File: config.mk
export PLATFORM = sky130hd
export DESIGN_NAME = dsi_link_sequencer_flat
export DESIGN_NICKNAME = d
export VERILOG_FILES = /design/src/rtl/dsi_link_sequencer_if.sv /design/src/rtl/dsi_link_sequencer.sv /design/src/flat_wrapper.sv
export SDC_FILE = /design/constraint.sdc
export NUM_CORES = 1
export LEC_CHECK = 0
export BUFFER_PORTS_ARGS = -buffer_cell sky130_fd_sc_hd__buf_2
export CAP_MARGIN = 30
export CORE_ASPECT_RATIO = 0.9
export CORE_MARGIN = 3
export CORE_UTILIZATION = 48
export CTS_CLUSTER_DIAMETER = 200
export DETAILED_ROUTE_END_ITERATION = 7
export HOLD_SLACK_MARGIN = 0.12
export PLACE_DENSITY = 0.84
export SETUP_SLACK_MARGIN = 0.02
export SYNTH_ARGS = -nofsm -noshare
export SYNTH_HDL_FRONTEND = slang
export SYNTH_SLANG_ARGS = --single-unit
File: constraint.sdc
create_clock -name sys_clk -period 1.67 [get_ports sys_clk]
set_input_delay 0.167 -clock sys_clk [delete_from_list [all_inputs] [get_ports sys_clk]]
set_output_delay 0.167 -clock sys_clk [all_outputs]
set_load 0.01 [all_outputs]
File: src/rtl/dsi_link_sequencer_if.sv
// Control/status bundle between the DSI link sequencer and the PHY / packet assembler.
interface dsi_link_sequencer_if;
    logic       start_req;
    logic       stop_req;
    logic       clock_ready;
    logic       lines_ready;
    logic       lines_active;
    logic       clock_enable;
    logic       lines_enable;
    logic       streaming_enable;
    logic       link_up;
    logic       busy;
    logic       error;
    logic [2:0] seq_state;

    modport master (
        output start_req, stop_req, clock_ready, lines_ready, lines_active,
        input  clock_enable, lines_enable, streaming_enable, link_up, busy, error, seq_state
    );

    modport slave (
        input  start_req, stop_req, clock_ready, lines_ready, lines_active,
        output clock_enable, lines_enable, streaming_enable, link_up, busy, error, seq_state
    );
endinterface

File: src/rtl/dsi_link_sequencer.sv
// DSI link power-up/down sequencer: clock lane, data lanes, settle, stream, orderly shutdown.
// Optional wait-state timeout watchdog enabled by defining DSI_SEQ_TIMEOUT_EN.
module dsi_link_sequencer #(
    parameter int unsigned SETTLE_CYCLES  = 16,
    parameter int unsigned TIMEOUT_CYCLES = 1023
) (
    input  logic                    sys_clk,
    input  logic                    sys_rst_n,
    dsi_link_sequencer_if.slave     lnk
);

    localparam int unsigned SETTLE_W = 8;
    localparam int unsigned WAIT_W   = 16;

    if (SETTLE_CYCLES < 1 || SETTLE_CYCLES > 255 ||
        TIMEOUT_CYCLES < 2 || TIMEOUT_CYCLES > 65535) begin : g_bad_params
        $error("dsi_link_sequencer: parameter out of range");
    end

    typedef enum logic [2:0] {
        S_IDLE       = 3'd0,
        S_CLK_UP     = 3'd1,
        S_LANES_UP   = 3'd2,
        S_SETTLE     = 3'd3,
        S_STREAM     = 3'd4,
        S_DRAIN      = 3'd5,
        S_LANES_DOWN = 3'd6,
        S_CLK_DOWN   = 3'd7
    } state_t;

    state_t              state, state_nxt;
    logic [SETTLE_W-1:0] settle_cnt, settle_cnt_nxt;
    logic                error_nxt;
    logic                timeout;

`ifdef DSI_SEQ_TIMEOUT_EN
    logic [WAIT_W-1:0] wait_cnt;
    logic              wait_state;

    assign wait_state = (state == S_CLK_UP) || (state == S_LANES_UP) || (state == S_DRAIN) ||
                        (state == S_LANES_DOWN) || (state == S_CLK_DOWN);
    // Fires on the last permitted cycle so no state lingers beyond TIMEOUT_CYCLES.
    assign timeout = wait_state && (wait_cnt >= WAIT_W'(TIMEOUT_CYCLES - 1));

    always_ff @(posedge sys_clk or negedge sys_rst_n) begin
        if (!sys_rst_n) begin
            wait_cnt <= '0;
        end else if ((state_nxt != state) || !wait_state) begin
            wait_cnt <= '0;
        end else if (wait_cnt != WAIT_W'(TIMEOUT_CYCLES)) begin
            wait_cnt <= wait_cnt + WAIT_W'(1);
        end
    end
`else
    assign timeout = 1'b0;
`endif

    // State, settle counter and registered Moore outputs decoded from the next state.
    always_ff @(posedge sys_clk or negedge sys_rst_n) begin
        if (!sys_rst_n) begin
            state                <= S_IDLE;
            settle_cnt           <= '0;
            lnk.error            <= 1'b0;
            lnk.clock_enable     <= 1'b0;
            lnk.lines_enable     <= 1'b0;
            lnk.streaming_enable <= 1'b0;
            lnk.link_up          <= 1'b0;
            lnk.busy             <= 1'b0;
        end else begin
            state                <= state_nxt;
            settle_cnt           <= settle_cnt_nxt;
            lnk.error            <= error_nxt;
            lnk.clock_enable     <= (state_nxt != S_IDLE) && (state_nxt != S_CLK_DOWN);
            lnk.lines_enable     <= (state_nxt == S_LANES_UP) || (state_nxt == S_SETTLE) ||
                                    (state_nxt == S_STREAM) || (state_nxt == S_DRAIN);
            lnk.streaming_enable <= (state_nxt == S_STREAM);
            lnk.link_up          <= (state_nxt == S_STREAM);
            lnk.busy             <= (state_nxt != S_IDLE) && (state_nxt != S_STREAM);
        end
    end

    assign lnk.seq_state = state;

    // Next-state logic; stop_req has priority over start_req and over normal progress.
    always_comb begin
        state_nxt      = state;
        settle_cnt_nxt = settle_cnt;
        error_nxt      = lnk.error;

        unique case (state)
            S_IDLE: begin
                if (lnk.start_req && !lnk.stop_req) begin
                    state_nxt = S_CLK_UP;
                    error_nxt = 1'b0;
                end
            end
            S_CLK_UP: begin
                if (lnk.stop_req)         state_nxt = S_LANES_DOWN;
                else if (lnk.clock_ready) state_nxt = S_LANES_UP;
                else if (timeout)         state_nxt = S_LANES_DOWN;
            end
            S_LANES_UP: begin
                if (lnk.stop_req) begin
                    state_nxt = S_LANES_DOWN;
                end else if (lnk.lines_ready) begin
                    state_nxt      = S_SETTLE;
                    settle_cnt_nxt = SETTLE_W'(SETTLE_CYCLES - 1);
                end else if (timeout) begin
                    state_nxt = S_LANES_DOWN;
                end
            end
            S_SETTLE: begin
                if (lnk.stop_req)               state_nxt = S_LANES_DOWN;
                else if (settle_cnt == '0)      state_nxt = S_STREAM;
                else                            settle_cnt_nxt = settle_cnt - SETTLE_W'(1);
            end
            S_STREAM: begin
                if (!lnk.clock_ready || !lnk.lines_ready) begin
                    state_nxt = S_DRAIN;
                    error_nxt = 1'b1;
                end else if (lnk.stop_req) begin
                    state_nxt = S_DRAIN;
                end
            end
            S_DRAIN: begin
                if (!lnk.lines_active || timeout) state_nxt = S_LANES_DOWN;
            end
            S_LANES_DOWN: begin
                if (!lnk.lines_ready || timeout) state_nxt = S_CLK_DOWN;
            end
            S_CLK_DOWN: begin
                if (!lnk.clock_ready || timeout) state_nxt = S_IDLE;
            end
            default: state_nxt = S_IDLE;
        endcase

        // A timeout is always recorded, even when a normal exit wins the same cycle.
        if (timeout) error_nxt = 1'b1;
    end

endmodule

File: src/flat_wrapper.sv
// flat-port wrapper written by rule: the top's interface ports become plain ports
module dsi_link_sequencer_flat 
#(
    parameter int unsigned SETTLE_CYCLES  = 16,
    parameter int unsigned TIMEOUT_CYCLES = 1023
)
  (sys_clk, sys_rst_n, lnk_start_req, lnk_stop_req, lnk_clock_ready, lnk_lines_ready, lnk_lines_active, lnk_clock_enable, lnk_lines_enable, lnk_streaming_enable, lnk_link_up, lnk_busy, lnk_error, lnk_seq_state);
  dsi_link_sequencer_if lnk_i ();
  input  logic sys_clk;
  input  logic sys_rst_n;
  input wire logic [$bits(lnk_i.start_req)-1:0] lnk_start_req;
  input wire logic [$bits(lnk_i.stop_req)-1:0] lnk_stop_req;
  input wire logic [$bits(lnk_i.clock_ready)-1:0] lnk_clock_ready;
  input wire logic [$bits(lnk_i.lines_ready)-1:0] lnk_lines_ready;
  input wire logic [$bits(lnk_i.lines_active)-1:0] lnk_lines_active;
  output wire logic [$bits(lnk_i.clock_enable)-1:0] lnk_clock_enable;
  output wire logic [$bits(lnk_i.lines_enable)-1:0] lnk_lines_enable;
  output wire logic [$bits(lnk_i.streaming_enable)-1:0] lnk_streaming_enable;
  output wire logic [$bits(lnk_i.link_up)-1:0] lnk_link_up;
  output wire logic [$bits(lnk_i.busy)-1:0] lnk_busy;
  output wire logic [$bits(lnk_i.error)-1:0] lnk_error;
  output wire logic [$bits(lnk_i.seq_state)-1:0] lnk_seq_state;
  assign lnk_i.start_req = lnk_start_req;
  assign lnk_i.stop_req = lnk_stop_req;
  assign lnk_i.clock_ready = lnk_clock_ready;
  assign lnk_i.lines_ready = lnk_lines_ready;
  assign lnk_i.lines_active = lnk_lines_active;
  assign lnk_clock_enable = lnk_i.clock_enable;
  assign lnk_lines_enable = lnk_i.lines_enable;
  assign lnk_streaming_enable = lnk_i.streaming_enable;
  assign lnk_link_up = lnk_i.link_up;
  assign lnk_busy = lnk_i.busy;
  assign lnk_error = lnk_i.error;
  assign lnk_seq_state = lnk_i.seq_state;
  dsi_link_sequencer #(.SETTLE_CYCLES(SETTLE_CYCLES), .TIMEOUT_CYCLES(TIMEOUT_CYCLES)) u_core (.sys_clk(sys_clk), .sys_rst_n(sys_rst_n), .lnk(lnk_i));
endmodule
==> results by group, run 1 <==
Die
  • Num ports: 16
  • Die Wd: 52.2 um
  • DIE AREA: 2490 um^2
  • Initial Util: a little over half
  • Standard-cell rows: 14
  • Die span in y: 47.6 um
  • Core Area: 1750 um^2

Drt
  • Final antenna-violating net count: 0
  • DRC viols: 0
  • WL/cell: 14.2 um
  • Vias per std cell: 5.60
  • WL final: 2110 um
  • Initial DRC count: 18
  • Uppermost layer routed: met4
  • WL met1: 889 um
  • WL met2: 1020 um
  • Drt first pass iters: 4
  • Met3 routed WL: between 150 and 200 um
  • Vias: around 830

Synth
  • Mapped Nets: 102
  • Ys Warns: 0
  • Top FF cell, synth: dfrtp_1
  • Post-synth EDFFs: 0
  • Register bit total from synthesis: 16
  • Seq/Total Area, Yosys: approximately 43%
  • Post-synth cell types: 34
  • Mapped Area: 923 um^2
  • Post-Synthesis Cells: 94
  • Asr flop ratio synth: 100%
  • Mean Syn Cell Area: ~9.8 um^2

Placed design
  • Place WS: -7.50 ps
  • DP Wirelength: 1510 um
  • Placed cell area: 1090 um^2
  • RePlAce Congestion: roughly 0.87
  • PortBufs: 15

Finish
  • Most frequent cells in the layout: buf_2, buf_4, dfrtp_1
  • Layout cells sized above 1: 41.6%
  • Multi-input logic area: 536 um^2
  • # nets final: 134
  • # diodes: 0
  • Final instance area: 1230 um^2
  • Fillers: about 130
  • Area Overhead vs Synth: 32.8%
  • Register area: 404 um^2
  • Leading cell type in the layout, fill and taps excluded: buf_2

Setup path
  • Slowest stage delay, CP: 360 ps
  • Crit path launch type: flop
  • CP endpoint kind: flop
  • CP Class: reg -> reg
  • Critical path's top delay family: compound AO/OA/AOI/OAI gates
  • Crit-path max FO: 4
  • CP arrival: around 1800 ps
  • CP cell instances: inv_1 > ha_2 > nor3b_4 > a211oi_4 > nand2_2 > o311ai_4 > o41ai_2
  • Required @ worst endpoint: 1840 ps
  • R2r setup slk: about 47 ps
  • Worst path slowest cell: dfrtp_1
  • Critical path buffer and inverter count: 1

Global route
  • First-pass GRT wire length: around 3200 um
  • Vias in the first global route: 767
  • GRT Util Overall: between 10% and 20%
  • Largest net degree at the start of global routing: 17
  • Initial antenna violation count: 0
  • Grt total ovfl: 0

Timing
  • Final setup fails: 0
  • Period minus WS final: 1620 ps
  • Rel. slew slack: 68.8%
  • RSZ-0062 raised after global routing: yes
  • Final period util: a little over nine tenths
  • Worst Tran Pin Value: 464 ps
  • Fmax: 616 MHz
  • Final Hold Fails: 0
  • Clk_skew: 2.90 ps
  • Max Slew Vio Count: 0
  • Setup WS post-layout: 46.9 ps

Power
  • Peak supply drop: between 0.001 and 0.0015 V
  • Cell Pwr Density: 1890 nW/um^2
  • Leakage Power: 0.552 nW
  • Total power: 2.32 mW

Outcome
  • Outcome: complete, no violations

Clock network
  • CTS tree: yes
  • Worst skew pair latency: between 200 and 300 ps
  • CTS Buf Count: 3
  • Max clock buf depth: 2
  • Root Buffer: clkbuf_4
  • Clock transition at path regs: about 90 ps
  • Clk sinks: 16
  • Max H-tree Level: 1

Worst hold path
  • HP Class: in -> reg

Job
  • Max Cap Violations: 0
-- stage by stage --
| step | setup TNS (ps) | std cells | utilization, % | hold WS, ps |
|---|---|---|---|---|
| 2_1_floorplan | 0 | 94 | - | -129 |
| 3_5_place_dp | -7.50 | 140 | 62.2 | 94.9 |
| 3_3_place_gp | 0 | 140 | 62.2 | 84.7 |
| 5_1_grt | -299 | 149 | 70.0 | 263 |
| 4_1_cts | 0 | 146 | 66.2 | 235 |
| 6_report | 0 | 149 | 70.0 | 245 |
-- power by group --
| group | total [mW] | switching, mW | internal (mW) | leakage, nW |
|---|---|---|---|---|
| Combinational | 1.25 | 0.632 | 0.620 | 0.344 |
| Clock | 0.250 | 0.117 | 0.133 | 0.0210 |
| Sequential | 0.815 | 0.244 | 0.571 | 0.187 |
-- sequential cells by signal (all words and copies together), names as in the netlist --
name / count
u_core.settle_cnt: 8
u_core.lnk.seq_state: 3
u_core.lnk.busy: 1
u_core.lnk.clock_enable: 1
u_core.lnk.error: 1
u_core.lnk.lines_enable: 1
u_core.lnk.streaming_enable: 1
-- tightest hold or removal path: cells and delay by family --
kind / cells / cell delay, ps
compound gates: 1 / 60
buf+inv: 1 / 110
simple gates: 2 / 150
-- metal layers --
metal / up-vias / GRT usage (%)
met5: - / 0
met4: 0 / 6.63
met3: 7 / 6.85
met2: 46 / 28.8
met1: 385 / 21.4
li1: 396 / -
-- final timing paths --
path                                           start                      end  cells after the start
worst min register to register      u_core.lnk.error         u_core.lnk.error                      2
max in group asynchronous                  sys_rst_n  u_core.lnk.seq_state[2]                      2
min in group asynchronous                  sys_rst_n     u_core.settle_cnt[6]                      2
worst max-delay path            u_core.settle_cnt[1]     u_core.settle_cnt[4]                      7
worst min-delay path                 lnk_lines_ready         u_core.lnk.error                      4
worst max register to register  u_core.settle_cnt[1]     u_core.settle_cnt[4]                      7
-- kinds of logic after synthesis --
family	Yosys count	share of synthesized area, %
buffers and inverters	9	5.28
adder cells (fa/ha/maj)	1	1.35
AND/OR/NAND/NOR	42	28.6
XOR/XNOR	5	4.74
flip-flops	16	43.4
AO/OA/AOI/OAI	21	16.7
-- Yosys cell counts (3+ instances only) --
| cell type | instances | area (um^2) |
|---|---|---|
| nand3_1 | 3 | 15.0 |
| o21ai_0 | 4 | 20.0 |
| inv_1 | 5 | 18.8 |
| a21oi_1 | 5 | 25.0 |
| nor2_1 | 8 | 30.0 |
| nand2_1 | 10 | 37.5 |
| dfrtp_1 | 16 | 400 |
| buf_4 | 4 | 30.0 |
| and3_1 | 3 | 18.8 |
| nor3_1 | 3 | 15.0 |
| xor2_1 | 5 | 43.8 |
-- layout make-up --
type / instances / area share [%]
Multi-Input combinational cell: 69 / 43.7
Sequential cell: 16 / 33.0
Clock buffer: 4 / 2.96
Tap cell: 24 / 2.45
Inverter: 5 / 1.53
Timing Repair Buffer: 31 / 16.4
-- timing repair --
item / CTS / global route
pin swaps: 2 / 7
setup endpoints to repair: 3 / 11
resized for setup: 3 / 9
hold buffers: 1 / 0
endpoints found under the hold margin: 16 / 0
buffers inserted: 1 / 3
(Power assumes the default switching activity.)
==> inputs of run 2 (changes only) <==
ABC_AREA = 1   (was unset)
CORE_UTILIZATION = 49   (was 48)
==> run 2 against run 1 <==
Compared with the run above: sequential cell count unchanged; critical path depth increased by 2; non-clock buffer count decreased by 13; utilization decreased by 5.2 points; critical endpoint is now u_core.settle_cnt[3]; largest cell class unchanged.
==> results by group, run 2 <==
Global route
  • Largest net degree at the start of global routing: 17
  • First-pass GRT wire length: 4020 um
  • Vias in the first global route: 936
  • Grt total ovfl: 0
  • Initial antenna violation count: 0
  • GRT Util Overall: approximately 20%

Clock network
  • CTS tree: yes
  • Clk sinks: 16
  • Max clock buf depth: 2
  • Root Buffer: clkbuf_4
  • Postcts setup bufs: 0
  • CTS Buf Count: 3
  • Clock transition at path regs: 100 ps
  • Max H-tree Level: 1
  • Worst skew pair latency: 300 ps

Die
  • Die span in y: 49.2 um
  • Initial Util: 56.4%
  • Standard-cell rows: 14
  • Die Wd: around 54 um
  • DIE AREA: 2660 um^2
  • Num ports: 16
  • Core Area: ~1800 um^2

Timing
  • RSZ-0062 raised after global routing: yes
  • Clk_skew: 7.71 ps
  • Final Hold Fails: 0
  • Max Slew Vio Count: 0
  • Period minus WS final: 1500 ps
  • Final setup fails: 0
  • Worst Tran Pin Value: 366 ps
  • Rel. slew slack: 75.6%
  • Final period util: about nine tenths
  • Setup TNS: 0 ps
  • Fmax: 666 MHz

Drt
  • Drt first pass iters: 4
  • Vias: 1000
  • WL final: 2280 um
  • Vias per std cell: 5.29
  • WL/cell: 12.1 um
  • Final antenna-violating net count: 0
  • Initial DRC count: 35
  • DRC viols: 0

Setup path
  • R2r setup slk: 170 ps
  • Crit path launch type: flop
  • Worst reg2reg endpoint: u_core.settle_cnt[3]
  • CP endpoint kind: flop
  • Required @ worst endpoint: 1900 ps
  • FF-to-FF Start: u_core.settle_cnt[0]
  • Critical Path Sink: u_core.settle_cnt[3]
  • Register-to-Register Path Depth: 9
  • Worst setup path startpoint: u_core.settle_cnt[0]
  • Crit-path max FO: 10
  • CP Class: reg -> reg
  • CP arrival: roughly 1700 ps

Finish
  • Area Overhead vs Synth: 14.9%
  • Layout cells sized above 1: 24.2%
  • Number of flip-flops in the largest register: 8
  • Most frequent cells in the layout: nand2_1, nor2_1, buf_2, dfrtp_1, inv_1
  • # nets final: ~170
  • Largest reg by FF count: u_core.settle_cnt
  • # diodes: 0
  • Leading cell type in the layout, fill and taps excluded: nand2_1
  • Util after Layout: 64.8%

Synth
  • Synth top area share: around 39%
  • Register bit total from synthesis: 16
  • Mean Syn Cell Area: 7.02 um^2
  • Synth top area cells: dfrtp_1, nand2_1, nor2_1, nand3_1, inv_1
  • Top FF cell, synth: dfrtp_1
  • Mapped Area: 1020 um^2
  • Asr flop ratio synth: 100%
  • Seq/Total Area, Yosys: 39.4%
  • Commonest cells in the netlist: nand2_1, nor2_1, dfrtp_1, inv_1, nand3_1
  • Cell with the most instances after synthesis: nand2_1
  • Top cell type by total area after synthesis: dfrtp_1
  • Mapped Nets: 153
  • Post-Synthesis Cells: roughly 150
  • Post-synth EDFFs: 0
  • Post-synth cell types: 24
  • Ys Warns: 0

Power
  • Leakage Power: 0.629 nW
  • Cell Pwr Density: 1810 nW/um^2
  • Peak supply drop: 0.00114 V

Placed design
  • RePlAce Congestion: 0.864
  • DP Wirelength: 1720 um
  • PortBufs: 15

Worst hold path
  • HP Class: in -> reg

Job
  • Max Cap Violations: 0

Outcome
  • Outcome: complete, no violations
run 2: cell count changes in the layout (fill, tap and decap cells not counted), sizes merged, moves of 6 or more:
cell	change
buf	-13
inv	+13
nor2	+19
nand3	+11
nand2	+35
a21oi	-6
run 2: logic make-up after synthesis:
family / count (synthesis) / synth area share [%]
AOI/OAI and AO/OA: 12 / 7.13
xor gates and xnor gates: 3 / 2.58
adders and majority gates: 1 / 1.23
buffers and inverters: 20 / 8.73
DFF: 16 / 39.4
and+or+nand+nor: 93 / 41.0
run 2: routing by layer:
metal / share of wire (%) / track usage (%) / vias to the layer above
li1: - / - / 499
met1: 45 / 28.6 / 465
met2: 48 / 30.0 / 36
met3: 6.4 / 6.42 / 0
met4: 0 / 1.66 / 0
met5: 0 / 0 / -
run 2: area by class of cell:
| cell class | instances | area (um^2) |
|---|---|---|
| inverters | 18 | 70.1 |
| repair buffers | 18 | 100 |
| multi-input cells | 109 | 531 |
| flip-flops and latches | 16 | 402 |
| fillers | 154 | 636 |
| well taps | 24 | 30.0 |
| clock buffers | 4 | 36.3 |
run 2: what timing repair did:
item / in CTS / in global routing
resized for setup: 0 / 3
hold endpoints to repair: 16 / 0
setup endpoints to repair: 0 / 11
hold buffers: 1 / 0
run 2: worst min-delay path by stage:
stage	startpoint	endpoint	slack [ps]	depth (start not counted)
6_report	lnk_start_req	u_core.lnk.busy	200	3
5_1_grt	lnk_start_req	u_core.lnk.busy	230	3
4_1_cts	lnk_start_req	u_core.lnk.busy	200	3
3_5_place_dp	sys_rst_n	u_core.settle_cnt[5]	100	1
3_3_place_gp	sys_rst_n	u_core.settle_cnt[5]	100	1
2_1_floorplan	sys_rst_n	u_core.lnk.busy	-130	0
run 2: through the flow:
step | area (um^2) | power (mW) | worst slack (ps) | instances | hold slack [ps]
final | 1170 | 2.11 | 168 | 189 | 201
after global routing | 1170 | 2.33 | -21.3 | 189 | 225
after CTS | 1160 | 2.10 | 90.4 | 189 | 201
after detailed placement | 1120 | 1.83 | 135 | 184 | 98.8
after global placement | 1120 | 1.78 | 192 | 184 | 98.3
after floorplan | 1020 | 1.52 | 179 | 145 | -129
run 2: report_power, final:
| group | internal [mW] | leakage, nW | switching, mW | total, mW |
|---|---|---|---|---|
| sequential | 0.544 | 0.190 | 0.157 | 0.702 |
| combinational | 0.415 | 0.417 | 0.732 | 1.15 |
| clock | 0.133 | 0.0210 | 0.131 | 0.264 |
run 2: worst max-delay path, cell delays in order, from the launching register on:
cell	delay, ps
dfrtp_1	390
inv_2	90
ha_1	190
nand2_1	90
nor2_2	140
nand2_1	90
nand3b_1	110
buf_4	180
nand2_1	70
nand2_1	90
